$ cat config.mk
export PLATFORM = sky130hd
export DESIGN_NAME = rrarb_lock
export DESIGN_NICKNAME = d
export VERILOG_FILES = /design/src/rtl/rrarb_lock.sv
export SDC_FILE = /design/constraint.sdc
export NUM_CORES = 1
export LEC_CHECK = 0
export BUFFER_PORTS_ARGS = -buffer_cell sky130_fd_sc_hd__buf_2
export CORE_MARGIN = 4
export CORE_UTILIZATION = 45
export CTS_BUF_LIST = sky130_fd_sc_hd__clkbuf_4 sky130_fd_sc_hd__clkbuf_8
export CTS_CLUSTER_SIZE = 30
export DETAILED_ROUTE_END_ITERATION = 16
export GPL_TIMING_DRIVEN = 0
export PLACE_DENSITY = 0.68
export SYNTH_ARGS = -nofsm -noshare
export SYNTH_HDL_FRONTEND = slang
export SYNTH_SLANG_ARGS = --single-unit
$ cat constraint.sdc
create_clock -name clk -period 7.2 [get_ports clk]
set_clock_uncertainty 0.1 [all_clocks]
set_input_delay 0.36 -clock clk [delete_from_list [all_inputs] [get_ports clk]]
set_output_delay 0.36 -clock clk [all_outputs]
set_load 0.005 [all_outputs]
$ cat src/rtl/rrarb_lock.sv
// Registered round-robin arbiter that locks the grant for a multi-beat transfer, releasing on the
// last beat, a beat cap or a requester abort, then re-arbitrating the same cycle with no bubble.
module rrarb_lock #(
  parameter int unsigned NUM_REQ   = 8,
  parameter int unsigned MAX_BEATS = 16,
  localparam int unsigned IDX_W    = $clog2(NUM_REQ),
  localparam int unsigned CNT_W    = (MAX_BEATS > 1) ? $clog2(MAX_BEATS) : 1
) (
  input  logic               clk,
  input  logic               rst_n,
  input  logic [NUM_REQ-1:0] req,
  input  logic [NUM_REQ-1:0] req_last,
  input  logic               gnt_ready,
  output logic               gnt_valid,
  output logic [IDX_W-1:0]   gnt_idx,
  output logic [NUM_REQ-1:0] gnt_onehot,
  output logic [IDX_W-1:0]   rr_ptr
);

  localparam logic [0:0] StIdle = 1'b0;
  localparam logic [0:0] StBusy = 1'b1;

  logic [0:0]         state_q, state_d;
  logic [IDX_W-1:0]   idx_q, idx_d;
  logic [IDX_W-1:0]   ptr_q, ptr_d;
  logic [CNT_W-1:0]   cnt_q, cnt_d;
  logic [NUM_REQ-1:0] onehot_q, onehot_d;

  logic busy, win_req, accept, last, done;

  // Modulo-NUM_REQ increment, correct for non-power-of-two requester counts.
  function automatic logic [IDX_W-1:0] inc_idx(input logic [IDX_W-1:0] i);
    return (i == IDX_W'(NUM_REQ - 1)) ? '0 : i + 1'b1;
  endfunction

  function automatic logic [IDX_W-1:0] sel(input logic [NUM_REQ-1:0] vec,
                                           input logic [IDX_W-1:0]   base);
    logic [IDX_W-1:0] idx;
    logic [IDX_W-1:0] res;
    logic             found;
    idx   = base;
    res   = base;
    found = 1'b0;
    for (int unsigned i = 0; i < NUM_REQ; i++) begin
      if (!found && vec[idx]) begin
        res   = idx;
        found = 1'b1;
      end
      idx = inc_idx(idx);
    end
    return res;
  endfunction

  assign busy    = (state_q == StBusy);
  assign win_req = req[idx_q];
  assign accept  = busy & gnt_ready & win_req;
  assign last    = req_last[idx_q] | (cnt_q == CNT_W'(MAX_BEATS - 1));
  // A dropped request aborts the grant; that cycle's beat is not counted.
  assign done    = (accept & last) | (busy & ~win_req);

  always_comb begin
    state_d = state_q;
    idx_d   = idx_q;
    ptr_d   = ptr_q;
    cnt_d   = cnt_q;
    if (!busy) begin
      if (|req) begin
        state_d = StBusy;
        idx_d   = sel(req, ptr_q);
        cnt_d   = '0;
      end
    end else if (done) begin
      ptr_d = inc_idx(idx_q);
      cnt_d = '0;
      if (|req) begin
        idx_d = sel(req, inc_idx(idx_q));
      end else begin
        state_d = StIdle;
      end
    end else if (accept) begin
      cnt_d = cnt_q + 1'b1;
    end
    onehot_d = (state_d == StBusy) ? (NUM_REQ'(1) << idx_d) : '0;
  end

  always_ff @(posedge clk or negedge rst_n) begin
    if (!rst_n) begin
      state_q  <= StIdle;
      idx_q    <= '0;
      ptr_q    <= '0;
      cnt_q    <= '0;
      onehot_q <= '0;
    end else begin
      state_q  <= state_d;
      idx_q    <= idx_d;
      ptr_q    <= ptr_d;
      cnt_q    <= cnt_d;
      onehot_q <= onehot_d;
    end
  end

  assign gnt_valid  = busy;
  assign gnt_idx    = idx_q;
  assign gnt_onehot = onehot_q;
  assign rr_ptr     = ptr_q;

endmodule

# Word-level counts from Yosys, hierarchy flattened
# Cells that the tools add are included.
[op_classes]
add_sub_neg = 16
mul = 0
div_mod_pow = 0
n_lt_le_gt_ge = 17
n_eq_ne = 17
n_shift = 1
mux = 126
n_bitwise = 7
reduce_logical = 32
[ops]
columns = ["op", "n"]
rows = [
  ["$mux 3", 33],
  ["$mux 1", 70],
  ["$lt 3x4->1 const B", 17],
  ["$bmux 1 s3", 18],
  ["$add 3x1->3 const B", 15],
  ["$eq 3x3->1 const B", 15],
  ["$mux 4", 4],
  ["$logic_and 1x1->1", 14],
  ["$logic_not 1->1", 14],
  ["$mux 8", 1],
  ["$reduce_or 8->1", 1],
  ["$shl 1x3->8 const A", 1],
  ["$add 4x1->4 const B", 1],
  ["$and 1x1->1", 4],
  ["$eq 4x4->1 const B", 1],
  ["$reduce_and 2->1", 2],
  ["$ne 3x1->1 const B", 1],
  ["$or 1x1->1", 2],
  ["$reduce_bool 2->1", 1],
  ["$not 1->1", 1],
]
[totals]
reg_bits = 19
latchBits = 0
ramBits = 0
romBits = 0
inputBits = 19
output_inout_bits = 15
wordCells = 221
n_memories = 0

# Logic depth before layout (Yosys ltp)
[depth]
word_depth = 52
depth_mapped = 19
depth_no_buf = 14

# Worst setup path before layout
# Ideal clock, no wire load.
[synth_path]
path_type = "register to register"
from = "register ptr_q[0], in the netlist rr_ptr[0]"
to = "register onehot_q[3], in the netlist gnt_onehot[3]"
setup_ns = 0.120
arrival_ns = 4.152
t_required_ns = 6.980
setup_slack_ns = 2.828
path_stages_with_launch = 17
n_path_buf = 3
synth_period_minus_slack_ns = 4.372
cell_sequence = "dfrtp_1 > ha_1 > ha_1 > buf_2 > or2_1 > buf_4 > clkbuf_1 > ha_1 > xnor3_2 > xor2_2 > mux2_4 > or3_4 > or3_4 > o211a_1 > a211oi_2 > o211ai_4 > and3b_1"
[synth_via]
elab_chain_cells = 42
elab_cells_between_ends = 83
classes_between = "7 x add/sub; 7 x eq/ne; 1 x shift; 54 x mux; 14 x reduce/logical"
[synth_lines]
columns = ["item", "line_no", "rtl"]
rows = [
  ["start: declaration", "25", "logic [IDX_W-1:0] ptr_q, ptr_d;"],
  ["start signal: assignment", "96", "ptr_q <= ptr_d;"],
  ["branches (longest 37 deep; another with $add 3x1->3)", "--", ""],
  ["$mux 3 *", "45", "if (!found && vec[idx]) begin"],
  ["$mux 3 *", "67", "if (|req) begin"],
  ["$mux 3 *", "66", "if (!busy) begin"],
  ["named net idx_d[1]", "24", "logic [IDX_W-1:0] idx_q, idx_d;"],
  ["$shl 1x3->8 *", "83", "onehot_d = (state_d == StBusy) ? (NUM_REQ'(1) << idx_d) : '0;"],
  ["$mux 8 *", "83", ""],
  ["named net onehot_d[3]", "27", "logic [NUM_REQ-1:0] onehot_q, onehot_d;"],
  ["end signal: assignment", "98", "onehot_q <= onehot_d;"],
  ["end: declaration", "27", ""],
]
# Mark *: on every way through the listed nets, which the timed path passes. The select of a mux whose other input is x is not followed.
# A chain may end at the register's enable or synchronous reset.

# Worst setup path in the final report
[layout_path]
from = "register ptr_q[0], in the netlist rr_ptr[0]"
to = "register onehot_q[5], in the netlist gnt_onehot[5]"
# The elaborated chain is that of the path after synthesis.

==> flow_summary.json <==
{
  "cts_max_level": 1,
  "cp.arrival_ns": 5.15,
  "drt_pass1_iterations": 4,
  "slowest_stage": "dfrtp_1",
  "syn-num-nets": 380,
  "rows": 30,
  "worstHoldPathType": "primary input to register",
  "synth_area_per_cell_um2": 8.844,
  "worstMarginPinSlew_ns": 0.8173,
  "setup_viol": 0,
  "worstPathCellList": "ha_1, ha_1, buf_2, or2_1, buf_4, clkbuf_1, ha_1, xnor3_2, xor2_2, mux2i_1, nand3_1, or3_1, or3_1, a31o_1, o211ai_2, nor3b_2",
  "core_mm2": 0.006756,
  "antenna_found_initial": 0,
  "fin_nets": 419,
  "layout_min_cycle_time_ns": 5.073,
  "fmax_ghz": 0.1971,
  "status": "completed",
  "die-area_mm2": 0.008291,
  "synth_area_mm2": 0.003104,
  "first_iter_violations": 272,
  "placed_cell_area_mm2": 0.003369,
  "ys.flop_type": "dfrtp_1",
  "die_h_um": 91.06,
  "synthArstFlopShare_pct": 100.0,
  "cts.clk_slew.worst_paths_ns": 0.07,
  "start_util_pct": 45.94,
  "via_per_inst": 6.369,
  "routed_wl_mm": 8.841,
  "synth.distinct_cells": 74,
  "diodes": 0,
  "yosysWarnings": 0,
  "synthCells": 351,
  "yosysTopAreaCell": "dfrtp_1",
  "slew_viol_final": 0,
  "clock-sinks": 19,
  "synth_most_common_cell": "mux2i_1",
  "cts_buffers": 3,
  "cap_violations": 0,
  "period_share_pct": 70.46,
  "hpwl_mm": 6.847,
  "ys_ff_latch": 19,
  "grtUsageTotal_pct": 21.30,
  "synth_enable_flop_cells": 0,
  "fin_area_mm2": 0.003426,
  "cp_common_cell": "ha_1",
  "place.gp.congestion": 0.9282,
  "antenna_left": 0,
  "holdWs_ns": 0.3082,
  "grt_pass1_vias": 2959,
  "required_ns": 7.28,
  "cp_max_fo": 10,
  "wl_per_cell_um": 18.85,
  "grt_pass1_wl_mm": 14.75,
  "setup_tns_ns": 0,
  "drt_drc_violations_left": 0,
  "yosys-top-cells-area": "dfrtp_1 15%, mux4_2 10%, mux2i_1 8.4%, mux2_2 7.6%, ha_1 4.0%",
  "grt_overflow": 0,
  "die_w_um": 91.06,
  "layout-drive-gt1-share_pct": 27.51,
  "end_kind": "register",
  "grt_setup_unrepaired": "no",
  "critPathKind": "register to register",
  "max_stage_delay_ns": 0.46,
  "relSlewSlack_pct": 45.12,
  "portBuffers": 33,
  "yosys-top-cells-count": "26 x mux2i_1, 21 x mux2_2, 20 x a21oi_1, 20 x o21ai_0, 19 x dfrtp_1",
  "cts_tree": "built",
  "seq_area_frac_synth_pct": 15.32,
  "cts_resized": 0,
  "cts_root_buffer": "clkbuf_8",
  "synth_top_area_share_pct": 15.32,
  "grt_max_degree": 20,
  "area_delta_synth_final_pct": 10.36,
  "final_hold_viol_count": 0,
  "boundaryPins": 34,
  "clock_latency_ns": 0.25,
  "via_count": 2987,
  "cp-start-kind": "register",
  "cts_max_path_buffers": 2,
  "cts_setup_buffers": 0
}
## cell usage in the layout, fill, tap and decap left out, types with 4 or more instances in the layout
cell type	count
o21ai_0	20
buf_2	39
nand3_1	9
nand4_1	5
clkbuf_1	15
ha_1	10
nor2_1	15
a31oi_1	5
o22ai_1	5
mux2i_1	26
o31ai_1	6
nor2b_1	6
mux4_2	14
nor3_1	9
dfrtp_1	19
o2111ai_1	4
or3_1	5
nand2_1	17
inv_1	15
or3b_2	4
nor4_1	7
nand2b_1	8
o21bai_1	4
a21oi_1	20
buf_4	4
and3_1	5
mux2_2	21
## logic make-up after synthesis
group,share of synthesized area [%]
flip-flops,15.32
AND/OR/NAND/NOR,20.96
AO/OA/AOI/OAI,22.01
adder cells (fa/ha/maj),4.031
XOR/XNOR,3.185
buffers and inverters,5.804
multiplexers,28.70
## layout make-up
cell class / instances / area (um^2)
Buffer: 25 / 116.4
Multi-Input combinational cell: 290 / 2449
Clock inverter: 1 / 5.005
Clock buffer: 3 / 41.29
Tap cell: 80 / 100.1
Timing Repair Buffer: 34 / 175.2
Fill cell: 661 / 3331
Inverter: 17 / 63.81
Sequential cell: 19 / 475.5
## state kept, by name, summed over array words and instances, names as in the netlist
name        cells
gnt_idx         3
cnt_q           4
rr_ptr          3
gnt_onehot      8
gnt_valid       1
## metal layers
metal | GRT usage, % | part of all wire [%] | vias to the layer above
li1 | - | - | 1453
met1 | 28.62 | 45 | 1426
met2 | 37.71 | 49 | 97
met3 | 1.906 | 5.0 | 11
met4 | 3.518 | 0.90 | 0
met5 | 0 | 0 | -
## metrics by stage
step                      instances  setup slack [ns]  utilization (%)
final                           469             2.127            50.70
after global routing            469             1.939            50.70
after CTS                       469             2.209            50.70
after detailed placement        464             2.232            49.87
after global placement          464             2.314            49.87
after floorplan                 351             2.828                -
## path summary, 6_finish.rpt
| check | startpoint | endpoint | slack, ns | cells after the start |
|---|---|---|---|---|
| max | rr_ptr[0] | gnt_onehot[5] | 2.13 | 16 |
| min | gnt_ready | cnt_q[2] | 0.31 | 3 |
| max reg2reg | rr_ptr[0] | gnt_onehot[5] | 2.13 | 16 |
| min reg2reg | cnt_q[3] | cnt_q[3] | 0.38 | 1 |
| max in group asynchronous | rst_n | rr_ptr[0] | 6.23 | 2 |
| min in group asynchronous | rst_n | cnt_q[0] | 0.47 | 2 |
## critical path: cells and delay by family, from the launching register on
kind,cells,cell delay (ns)
xor+xnor,2,0.76
mux,1,0.39
flops,1,0.46
compound gates,2,0.43
simple gates,5,1.31
buf+inv,3,0.78
fa+ha+maj,3,0.75
## timing repair
action	4_1_cts	5_1_grt
setup endpoints to repair	0	0
hold endpoints to repair	19	0
hold buffers	1	0
Power is left out: the tool's default activity adds up to more than one toggle a clock period on the data nets, which glitch-free logic cannot reach.
